===== config.mk =====
export PLATFORM = sky130hd
export DESIGN_NAME = ex_operand_reg_flat
export DESIGN_NICKNAME = d
export VERILOG_FILES = /design/src/rtl/ex_operand_reg_pkg.sv /design/src/rtl/ex_operand_reg_if.sv /design/src/rtl/ex_operand_reg_fwd_sel.sv /design/src/rtl/ex_operand_reg.sv /design/src/flat_wrapper.sv
export SDC_FILE = /design/constraint.sdc
export NUM_CORES = 1
export LEC_CHECK = 0
export ABC_CLOCK_PERIOD_IN_PS = 3430
export BUFFER_PORTS_ARGS = -buffer_cell sky130_fd_sc_hd__buf_2
export CAP_MARGIN = 0
export CORE_UTILIZATION = 54
export CTS_CLUSTER_SIZE = 40
export DETAILED_ROUTE_END_ITERATION = 7
export PLACE_DENSITY = 0.89
export SLEW_MARGIN = 15
export SYNTH_ARGS = -nofsm -noshare
export SYNTH_HDL_FRONTEND = slang
export SYNTH_SLANG_ARGS = --single-unit

===== constraint.sdc =====
create_clock -name clk -period 3.43 [get_ports clk]
set_clock_uncertainty 0.05 [all_clocks]
set_input_delay 0.343 -clock clk [delete_from_list [all_inputs] [get_ports clk]]
set_output_delay 0.343 -clock clk [all_outputs]
set_load 0.005 [all_outputs]

===== src/rtl/ex_operand_reg_pkg.sv =====
// Shared definitions for the EX operand register: ALU operation codes,
// default widths and the stage's per-cycle update actions.
package ex_operand_reg_pkg;

  localparam int DEF_WIDTH  = 32;
  localparam int DEF_REG_AW = 5;

  // Register $0 always reads zero and must never receive forwarded data.
  localparam int ZERO_REG = 0;

  localparam logic [2:0] ALU_ADD = 3'b000;
  localparam logic [2:0] ALU_SUB = 3'b001;
  localparam logic [2:0] ALU_AND = 3'b010;
  localparam logic [2:0] ALU_OR  = 3'b011;
  localparam logic [2:0] ALU_SRL = 3'b100;
  localparam logic [2:0] ALU_SRA = 3'b101;

  // What the stage does to its registers at the next clock edge.
  typedef enum logic [2:0] {
    ACT_IDLE,     // nothing held, nothing accepted
    ACT_CAPTURE,  // load a new op (from empty or as pass-through)
    ACT_HOLD,     // stalled: keep op, refresh operands from forwards
    ACT_DRAIN,    // op consumed, no successor: drop valid, keep data
    ACT_FLUSH     // kill held and incoming op
  } stage_act_e;

endpackage


===== src/rtl/ex_operand_reg_if.sv =====
// Handshake, operand and forwarding bundle between decode, the EX operand
// register and the ALU.
interface ex_operand_reg_if #(
  parameter int WIDTH  = 32,
  parameter int REG_AW = 5
);

  logic              flush;

  logic              in_valid;
  logic              in_ready;
  logic [REG_AW-1:0] in_rs;
  logic [REG_AW-1:0] in_rt;
  logic [WIDTH-1:0]  in_rs_data;
  logic [WIDTH-1:0]  in_rt_data;
  logic [WIDTH-1:0]  in_imm;
  logic              in_use_imm;
  logic [2:0]        in_aluop;
  logic [REG_AW-1:0] in_rd;

  logic              fwd_mem_en;
  logic [REG_AW-1:0] fwd_mem_rd;
  logic [WIDTH-1:0]  fwd_mem_data;
  logic              fwd_wb_en;
  logic [REG_AW-1:0] fwd_wb_rd;
  logic [WIDTH-1:0]  fwd_wb_data;

  logic              out_valid;
  logic              out_ready;
  logic [WIDTH-1:0]  A;
  logic [WIDTH-1:0]  B;
  logic [2:0]        ALUOp;
  logic [REG_AW-1:0] out_rd;

  // Pipeline side that feeds the stage (decode, MEM/WB, ALU ready).
  modport master (
    output flush,
    output in_valid, in_rs, in_rt, in_rs_data, in_rt_data,
    output in_imm, in_use_imm, in_aluop, in_rd,
    output fwd_mem_en, fwd_mem_rd, fwd_mem_data,
    output fwd_wb_en, fwd_wb_rd, fwd_wb_data,
    output out_ready,
    input  in_ready, out_valid, A, B, ALUOp, out_rd
  );

  // The operand register itself.
  modport slave (
    input  flush,
    input  in_valid, in_rs, in_rt, in_rs_data, in_rt_data,
    input  in_imm, in_use_imm, in_aluop, in_rd,
    input  fwd_mem_en, fwd_mem_rd, fwd_mem_data,
    input  fwd_wb_en, fwd_wb_rd, fwd_wb_data,
    input  out_ready,
    output in_ready, out_valid, A, B, ALUOp, out_rd
  );

endinterface


===== src/rtl/ex_operand_reg_fwd_sel.sv =====
// Forwarding mux for one source operand: $0 reads zero, MEM result beats
// WB result, otherwise the raw value passes through.
module ex_operand_reg_fwd_sel
  import ex_operand_reg_pkg::*;
#(
  parameter int WIDTH  = DEF_WIDTH,
  parameter int REG_AW = DEF_REG_AW
) (
  input  logic [REG_AW-1:0] idx,
  input  logic [WIDTH-1:0]  raw,
  input  logic              mem_en,
  input  logic [REG_AW-1:0] mem_rd,
  input  logic [WIDTH-1:0]  mem_data,
  input  logic              wb_en,
  input  logic [REG_AW-1:0] wb_rd,
  input  logic [WIDTH-1:0]  wb_data,
  output logic [WIDTH-1:0]  value
);

  // NOTE: every always_comb output gets a default first so no path can
  // leave it unassigned and infer a latch.
  always_comb begin
    value = raw;
    if (idx == REG_AW'(ZERO_REG)) begin
      value = '0;
    end else if (mem_en && (mem_rd == idx)) begin
      value = mem_data;
    end else if (wb_en && (wb_rd == idx)) begin
      value = wb_data;
    end
  end

endmodule


===== src/rtl/ex_operand_reg.sv =====
// Single-entry operand register in front of the ALU. Accepts an op with a
// valid/ready handshake, forwards MEM/WB results, and keeps a stalled op's
// operands fresh while it waits for the ALU.
module ex_operand_reg
  import ex_operand_reg_pkg::*;
#(
  parameter int WIDTH  = DEF_WIDTH,
  parameter int REG_AW = DEF_REG_AW
) (
  input  logic          clk,
  input  logic          reset,
  ex_operand_reg_if.slave bus
);

  logic              valid_q;
  logic [WIDTH-1:0]  a_q;
  logic [WIDTH-1:0]  b_q;
  logic [2:0]        aluop_q;
  logic [REG_AW-1:0] rd_q;
  logic [REG_AW-1:0] rs_q;
  logic [REG_AW-1:0] rt_q;
  logic              use_imm_q;

  logic [WIDTH-1:0]  in_a_fwd;
  logic [WIDTH-1:0]  in_b_fwd;
  logic [WIDTH-1:0]  hold_a_fwd;
  logic [WIDTH-1:0]  hold_b_fwd;

  logic              in_ready;
  stage_act_e        act;

  // Incoming operands.
  ex_operand_reg_fwd_sel #(.WIDTH(WIDTH), .REG_AW(REG_AW)) u_fwd_in_a (
    .idx      (bus.in_rs),
    .raw      (bus.in_rs_data),
    .mem_en   (bus.fwd_mem_en),
    .mem_rd   (bus.fwd_mem_rd),
    .mem_data (bus.fwd_mem_data),
    .wb_en    (bus.fwd_wb_en),
    .wb_rd    (bus.fwd_wb_rd),
    .wb_data  (bus.fwd_wb_data),
    .value    (in_a_fwd)
  );

  ex_operand_reg_fwd_sel #(.WIDTH(WIDTH), .REG_AW(REG_AW)) u_fwd_in_b (
    .idx      (bus.in_rt),
    .raw      (bus.in_rt_data),
    .mem_en   (bus.fwd_mem_en),
    .mem_rd   (bus.fwd_mem_rd),
    .mem_data (bus.fwd_mem_data),
    .wb_en    (bus.fwd_wb_en),
    .wb_rd    (bus.fwd_wb_rd),
    .wb_data  (bus.fwd_wb_data),
    .value    (in_b_fwd)
  );

  // Held operands: a stalled op picks up results that retire during the stall.
  ex_operand_reg_fwd_sel #(.WIDTH(WIDTH), .REG_AW(REG_AW)) u_fwd_hold_a (
    .idx      (rs_q),
    .raw      (a_q),
    .mem_en   (bus.fwd_mem_en),
    .mem_rd   (bus.fwd_mem_rd),
    .mem_data (bus.fwd_mem_data),
    .wb_en    (bus.fwd_wb_en),
    .wb_rd    (bus.fwd_wb_rd),
    .wb_data  (bus.fwd_wb_data),
    .value    (hold_a_fwd)
  );

  ex_operand_reg_fwd_sel #(.WIDTH(WIDTH), .REG_AW(REG_AW)) u_fwd_hold_b (
    .idx      (rt_q),
    .raw      (b_q),
    .mem_en   (bus.fwd_mem_en),
    .mem_rd   (bus.fwd_mem_rd),
    .mem_data (bus.fwd_mem_data),
    .wb_en    (bus.fwd_wb_en),
    .wb_rd    (bus.fwd_wb_rd),
    .wb_data  (bus.fwd_wb_data),
    .value    (hold_b_fwd)
  );

  // No skid buffer: the slot is free when empty or being drained this cycle.
  assign in_ready = !valid_q || bus.out_ready;

  always_comb begin
    act = ACT_IDLE;
    if (bus.flush) begin
      act = ACT_FLUSH;
    end else if (bus.in_valid && in_ready) begin
      act = ACT_CAPTURE;
    end else if (valid_q && !bus.out_ready) begin
      act = ACT_HOLD;
    end else if (valid_q) begin
      act = ACT_DRAIN;
    end
  end

  // NOTE: sequential state uses non-blocking assignments only, so every
  // register samples the pre-edge values regardless of statement order.
  always_ff @(posedge clk or negedge reset) begin
    if (!reset) begin
      valid_q   <= 1'b0;
      a_q       <= '0;
      b_q       <= '0;
      aluop_q   <= ALU_ADD;
      rd_q      <= '0;
      rs_q      <= '0;
      rt_q      <= '0;
      use_imm_q <= 1'b0;
    end else begin
      case (act)
        ACT_FLUSH: begin
          valid_q <= 1'b0;
        end
        ACT_CAPTURE: begin
          valid_q   <= 1'b1;
          a_q       <= in_a_fwd;
          b_q       <= bus.in_use_imm ? bus.in_imm : in_b_fwd;
          aluop_q   <= bus.in_aluop;
          rd_q      <= bus.in_rd;
          rs_q      <= bus.in_rs;
          rt_q      <= bus.in_rt;
          use_imm_q <= bus.in_use_imm;
        end
        ACT_HOLD: begin
          a_q <= hold_a_fwd;
          if (!use_imm_q) begin
            b_q <= hold_b_fwd;
          end
        end
        ACT_DRAIN: begin
          valid_q <= 1'b0;
        end
        default: begin
        end
      endcase
    end
  end

  assign bus.in_ready  = in_ready;
  assign bus.out_valid = valid_q;
  assign bus.A         = a_q;
  assign bus.B         = b_q;
  assign bus.ALUOp     = aluop_q;
  assign bus.out_rd    = rd_q;

endmodule

===== src/flat_wrapper.sv =====
// flat-port wrapper written by rule: the top's interface ports become plain ports
module ex_operand_reg_flat import ex_operand_reg_pkg::*;
#(
  parameter int WIDTH  = DEF_WIDTH,
  parameter int REG_AW = DEF_REG_AW
)
  (clk, reset, bus_flush, bus_in_valid, bus_in_rs, bus_in_rt, bus_in_rs_data, bus_in_rt_data, bus_in_imm, bus_in_use_imm, bus_in_aluop, bus_in_rd, bus_fwd_mem_en, bus_fwd_mem_rd, bus_fwd_mem_data, bus_fwd_wb_en, bus_fwd_wb_rd, bus_fwd_wb_data, bus_out_ready, bus_in_ready, bus_out_valid, bus_A, bus_B, bus_ALUOp, bus_out_rd);
  ex_operand_reg_if #(.WIDTH(WIDTH), .REG_AW(REG_AW)) bus_i ();
  input  logic clk;
  input  logic reset;
  input wire logic [$bits(bus_i.flush)-1:0] bus_flush;
  input wire logic [$bits(bus_i.in_valid)-1:0] bus_in_valid;
  input wire logic [$bits(bus_i.in_rs)-1:0] bus_in_rs;
  input wire logic [$bits(bus_i.in_rt)-1:0] bus_in_rt;
  input wire logic [$bits(bus_i.in_rs_data)-1:0] bus_in_rs_data;
  input wire logic [$bits(bus_i.in_rt_data)-1:0] bus_in_rt_data;
  input wire logic [$bits(bus_i.in_imm)-1:0] bus_in_imm;
  input wire logic [$bits(bus_i.in_use_imm)-1:0] bus_in_use_imm;
  input wire logic [$bits(bus_i.in_aluop)-1:0] bus_in_aluop;
  input wire logic [$bits(bus_i.in_rd)-1:0] bus_in_rd;
  input wire logic [$bits(bus_i.fwd_mem_en)-1:0] bus_fwd_mem_en;
  input wire logic [$bits(bus_i.fwd_mem_rd)-1:0] bus_fwd_mem_rd;
  input wire logic [$bits(bus_i.fwd_mem_data)-1:0] bus_fwd_mem_data;
  input wire logic [$bits(bus_i.fwd_wb_en)-1:0] bus_fwd_wb_en;
  input wire logic [$bits(bus_i.fwd_wb_rd)-1:0] bus_fwd_wb_rd;
  input wire logic [$bits(bus_i.fwd_wb_data)-1:0] bus_fwd_wb_data;
  input wire logic [$bits(bus_i.out_ready)-1:0] bus_out_ready;
  output wire logic [$bits(bus_i.in_ready)-1:0] bus_in_ready;
  output wire logic [$bits(bus_i.out_valid)-1:0] bus_out_valid;
  output wire logic [$bits(bus_i.A)-1:0] bus_A;
  output wire logic [$bits(bus_i.B)-1:0] bus_B;
  output wire logic [$bits(bus_i.ALUOp)-1:0] bus_ALUOp;
  output wire logic [$bits(bus_i.out_rd)-1:0] bus_out_rd;
  assign bus_i.flush = bus_flush;
  assign bus_i.in_valid = bus_in_valid;
  assign bus_i.in_rs = bus_in_rs;
  assign bus_i.in_rt = bus_in_rt;
  assign bus_i.in_rs_data = bus_in_rs_data;
  assign bus_i.in_rt_data = bus_in_rt_data;
  assign bus_i.in_imm = bus_in_imm;
  assign bus_i.in_use_imm = bus_in_use_imm;
  assign bus_i.in_aluop = bus_in_aluop;
  assign bus_i.in_rd = bus_in_rd;
  assign bus_i.fwd_mem_en = bus_fwd_mem_en;
  assign bus_i.fwd_mem_rd = bus_fwd_mem_rd;
  assign bus_i.fwd_mem_data = bus_fwd_mem_data;
  assign bus_i.fwd_wb_en = bus_fwd_wb_en;
  assign bus_i.fwd_wb_rd = bus_fwd_wb_rd;
  assign bus_i.fwd_wb_data = bus_fwd_wb_data;
  assign bus_i.out_ready = bus_out_ready;
  assign bus_in_ready = bus_i.in_ready;
  assign bus_out_valid = bus_i.out_valid;
  assign bus_A = bus_i.A;
  assign bus_B = bus_i.B;
  assign bus_ALUOp = bus_i.ALUOp;
  assign bus_out_rd = bus_i.out_rd;
  ex_operand_reg #(.WIDTH(WIDTH), .REG_AW(REG_AW)) u_core (.clk(clk), .reset(reset), .bus(bus_i));
endmodule

Word level (Yosys, flattened, before mapping)
Index checks and enable logic that the tools add are counted.
{"block": "op_classes", "eq_ne": 15, "mux": 21, "reduce_logical": 22}
{"op": "$mux W32", "count": 14}
{"op": "$pmux W32 S2", "count": 2}
{"op": "$eq A5 B5 Y1", "count": 8}
{"op": "$logic_not A5 Y1", "count": 4}
{"op": "$logic_and A1 B1 Y1", "count": 10}
{"op": "$mux W3", "count": 3}
{"op": "$ne A4 B4 Y1 const B", "count": 2}
{"op": "$eq A3 B2 Y1 const B", "count": 2}
{"op": "$reduce_bool A2 Y1", "count": 2}
{"op": "$eq A3 B1 Y1 const B", "count": 1}
{"op": "$eq A3 B3 Y1 const B", "count": 1}
{"op": "$reduce_and A3 Y1", "count": 1}
{"op": "$logic_not A1 Y1", "count": 2}
{"op": "$mux W2", "count": 1}
{"op": "$ne A2 B2 Y1 const B", "count": 1}
{"op": "$pmux W1 S2", "count": 1}
{"op": "$reduce_and A2 Y1", "count": 1}
{"op": "$reduce_or A2 Y1", "count": 1}
{"op": "$logic_or A1 B1 Y1", "count": 1}
{"block": "word_totals", "register_bits": 84, "elab_cells": 66}

Longest topological paths before layout
{"block": "logic_depth", "word_depth": 8, "mapped_depth": 9, "depth_no_buf": 7}

Modules after synthesis
A second synthesis with hierarchy kept.
{"block": "hier_totals", "cells_unflattened": 1005, "hier_area_um2": 9395.3}
{"mod": "ex_operand_reg_fwd_sel", "n_inst": 4, "cells_per_inst": 177, "area_each_um2": 1288.7}
{"mod": "ex_operand_reg", "n_inst": 1, "cells_per_inst": 297, "area_each_um2": 4240.3}

Worst setup path before layout
OpenSTA, ideal clock, no wires.
{"block": "synth_timing", "path_kind": "reg-to-reg", "from": "register u_core.rt_q[1]", "to": "register u_core.b_q[10], in the netlist u_core.bus.B[10]", "arrival_time_ns": 1.852, "path_slack_ns": 1.387, "path_stages_with_launch": 9, "path_cell_list": "dfrtp_1 xor2_1 nor4_1 and3_1 buf_2 buf_4 mux2_2 a22oi_1 a31oi_1"}
{"block": "synth_via", "elab_chain_len": 6, "word_cells_on_any_way": 11}
{"item": "start, declared", "line": "ex_operand_reg.sv:21", "text": "logic [REG_AW-1:0] rt_q;"}
{"item": "start signal, assigned", "line": "ex_operand_reg.sv:122", "text": "rt_q <= bus.in_rt;"}
{"item": "$eq A5 B5 Y1", "line": "ex_operand_reg_fwd_sel.sv:26", "text": "end else if (mem_en && (mem_rd == idx)) begin"}
{"item": "$logic_and A1 B1 Y1", "line": "ex_operand_reg_fwd_sel.sv:26"}
{"item": "$mux W32", "line": "ex_operand_reg_fwd_sel.sv:26"}
{"item": "$mux W32", "line": "ex_operand_reg_fwd_sel.sv:24", "text": "if (idx == REG_AW'(ZERO_REG)) begin"}
{"item": "$mux W32", "line": "ex_operand_reg.sv:127", "text": "if (!use_imm_q) begin"}
{"item": "$pmux W32 S2", "line": "ex_operand_reg.sv:111", "text": "case (act)"}
{"item": "end signal, assigned", "line": "ex_operand_reg.sv:118", "text": "b_q <= bus.in_use_imm ? bus.in_imm : in_b_fwd;"}
{"item": "end signal, assigned", "line": "ex_operand_reg.sv:128", "text": "b_q <= hold_b_fwd;"}
{"item": "end, declared", "line": "ex_operand_reg.sv:17", "text": "logic [WIDTH-1:0] b_q;"}
Parallel ways exist; a longest one is shown, timed or not. The select of a mux whose other input is x is not followed.
A chain may end at the register's enable or synchronous reset.

Final worst setup path
{"block": "layout_timing", "from": "register u_core.rt_q[3]", "to": "register u_core.b_q[20], in the netlist u_core.bus.B[20]"}
The elaborated chain is that of the path after synthesis.

==> flow_metrics.py <==
metrics = {
    "clock_tree": {
        "cts_resized": 0,
        "worstSkewPairLatency_ps": 350,
        "cts_h_tree_lvls": 3,
        "cts_tree": "built",
        "cts.sinks": 84,
        "cts_hold_repair.buffers": 0,
        "ctsRootBufferMaster": "clkbuf_16",
        "max_root_sink_buffers": 2,
        "total_clock_buffers_created_by_cts": 9,
        "buffers_inserted_during_post_cts_setup_optimization": 0,
        "clkTransAtPathRegs_ps": 60,
    },
    "placement": {
        "place.detailed.hpwl_mm": 17.0,
        "placedCellCount": 1107,
        "postPlaceCellArea_um2": 8030,
        "routability_congestion_estimate_from_global_placement": 0.913,
        "portBuffers": 269,
        "detailedPlace.worstSlack_ps": 728,
    },
    "setup_path": {
        "timing.rr.end": "u_core.bus.B[20]",
        "end_kind": "flop",
        "r2r_slack_ps": 730,
        "worstPathArrival_ps": 2860,
        "worst-endpoint-required_ps": 3600,
        "crit_fanout": 17,
        "timing.setup.critical_path_class": "reg2reg",
        "setup.worst_path.start_class": "flop",
        "r2r.worst_path.cells": 7,
        "rr_startpoint": "u_core.rt_q[3]",
    },
    "cells_and_area": {
        "nNetsFinal": 1167,
        "final_instance_count_excl_fillers": 1123,
        "postLayoutCoreUtil": 0.698,
        "layout.cell_area.non_filler_um2": 8350,
        "drive_gt1_frac": 0.403,
        "syn_to_final_growth_pct": 26.2,
        "antenna_cells": 0,
    },
    "sta": {
        "layout_worst_path_cycle_share": 0.786,
        "setup-tns-final_ps": 0,
        "finalWorstSetupSlack_ps": 733,
        "setup_repair_after_global_routing_missed_its_margin": "false",
        "transition_time_of_the_tightest_slew_check_pin_ps": 1160,
        "final-setup-viol-count": 0,
        "post-route-min-period_ps": 2700,
        "finalHoldViolCount": 0,
        "slew_violations": 0,
        "fin_hold_ws_ps": 50.0,
        "timing.max_slew.rel_slack": 0.225,
        "clock.fmax_mhz": 371,
    },
    "die": {
        "initial_core_util": 0.553,
        "core-area_um2": 12000,
        "floorplan.die.height_um": 113,
        "row_cnt": 40,
        "design.portCount": 270,
        "die_area_um2": 12700,
        "dieWidth_um": 113,
    },
    "logic_synthesis": {
        "post_synth.cell_area_avg_um2": 8.96,
        "synth-edff-count": 0,
        "netlist_top_cells_area": "dfrtp_1 32%, mux2_2 12%, mux2i_1 4.8%",
        "netlist_area_um2": 6620,
        "synthesis.instances": 739,
        "synth.yosys.seq_area_share": 0.318,
        "synthMostInstantiatedCell": "dfrtp_1",
        "synth-warning-count": 0,
        "ys_dominant_reg_cell": "dfrtp_1",
        "post_synth_most_frequent_cells": "84 x dfrtp_1, 71 x mux2_2, 47 x clkbuf_1",
        "postSynthRegisterBits": 84,
        "yosysTopAreaCellShare": 0.318,
        "netlist-cell-type-count": 40,
        "synth_top_cell_by_area": "dfrtp_1",
        "synth.net_count": 935,
        "async_reset_ff_frac": 1.00,
    },
    "global_route": {
        "grt.overflow.total": 0,
        "grt_pass1_vias": 7308,
        "grt_pass1_wl_mm": 37.8,
        "maximum_number_of_pins_on_one_net_before_global_route_repair": 65,
        "grt_antenna_before_repair": 1,
        "grt_util_all_layers": 0.387,
    },
    "power": {
        "finalPower_mw": 3.42,
        "vdd.ir_drop.worst_mv": 0.298,
        "static-leakage-power_nw": 3.57,
        "power_density_nw_per_um2": 410,
    },
    "routing": {
        "postRouteAntennaNets": 0,
        "drtPass1Iterations": 5,
        "drt_wl_total_mm": 24.6,
        "num_vias": 7402,
        "drt-wirelength-per-cell_um": 21.9,
        "drt_first_iter_violations": 786,
        "viasPerCell": 6.59,
        "drcViolationCount": 0,
    },
    "run_status": {
        "outcome": "completed",
    },
    "flow_run": {
        "cap_viol_max_count": 0,
    },
    "hold_path": {
        "hold_path_class": "in2async",
    },
}
-- report_power, final --
part | switching (mW) | leakage [nW] | internal (mW)
Sequential | 0.133 | 0.993 | 1.17
Combinational | 0.548 | 2.42 | 0.481
Clock | 0.429 | 0.162 | 0.658
Total | 1.11 | 3.57 | 2.31
-- worst max-delay path, stage by stage (launching register included) --
cell and delay (ps):
dfrtp_1 430, xor2_1 190, nor4_1 290, and3_2 550, buf_4 380, mux2_2 370
a22oi_1 180, a31oi_1 110
-- per-layer routing --
layer | vias up | track usage | part of all wire
met5 | - | 0 | 0.00053
met4 | 2 | 0.244 | 0.046
met3 | 106 | 0.0793 | 0.10
met2 | 592 | 0.621 | 0.47
met1 | 3448 | 0.479 | 0.39
li1 | 3254 | - | -
-- cell families after synthesis --
kind of cell           Yosys count  synth area share
flip-flops                      84             0.318
AO/OA/AOI/OAI                  230             0.235
multiplexers                   115             0.190
buffers and inverters           75            0.0595
XOR/XNOR                        40            0.0529
AND/OR/NAND/NOR                195             0.146
-- how the worst max path moves through the flow --
stage                       from                to  depth (start not counted)
2_1_floorplan     u_core.rt_q[1]  u_core.bus.B[10]                          8
3_3_place_gp   bus_fwd_mem_rd[1]  u_core.bus.B[17]                          8
3_5_place_dp    bus_fwd_wb_rd[4]  u_core.bus.B[21]                          8
4_1_cts           u_core.rt_q[1]  u_core.bus.B[20]                          7
5_1_grt           u_core.rt_q[1]  u_core.bus.B[21]                          7
6_report          u_core.rt_q[3]  u_core.bus.B[20]                          7
-- state kept, by name (all words and copies together) (netlist names) --
name                  count
u_core.rs_q               5
u_core.rt_q               5
u_core.bus.out_rd         5
u_core.bus.A             32
u_core.use_imm_q          1
u_core.bus.ALUOp          3
u_core.bus.out_valid      1
u_core.bus.B             32
-- cell type report --
cell class	instances	area (um^2)
Multi-Input combinational cell	580	4160
Fill cell	924	3610
Sequential cell	84	2100
Timing Repair Buffer	294	1570
Clock buffer	10	239
Tap cell	147	184
Clock inverter	6	87.6
Inverter	2	7.51
-- placed cells by master, fill, tap and decap left out, drive strengths merged, types with 2 or more instances in the layout --
cell type,n
buf,294
dfrtp,84
mux2,83
o21ai,67
nor2,40
nand2,35
nor2b,33
nand3,33
nor3,32
a311oi,32
a21oi,32
a22oi,32
mux2i,32
a211o,32
a31oi,32
xor2,24
xnor2,16
clkbuf,10
nor4,6
or4,4
and3,4
clkinv,4
inv,2
nand4,2
and2,2
bufinv,2
No activity file was read; power rests on OpenSTA's default activity.
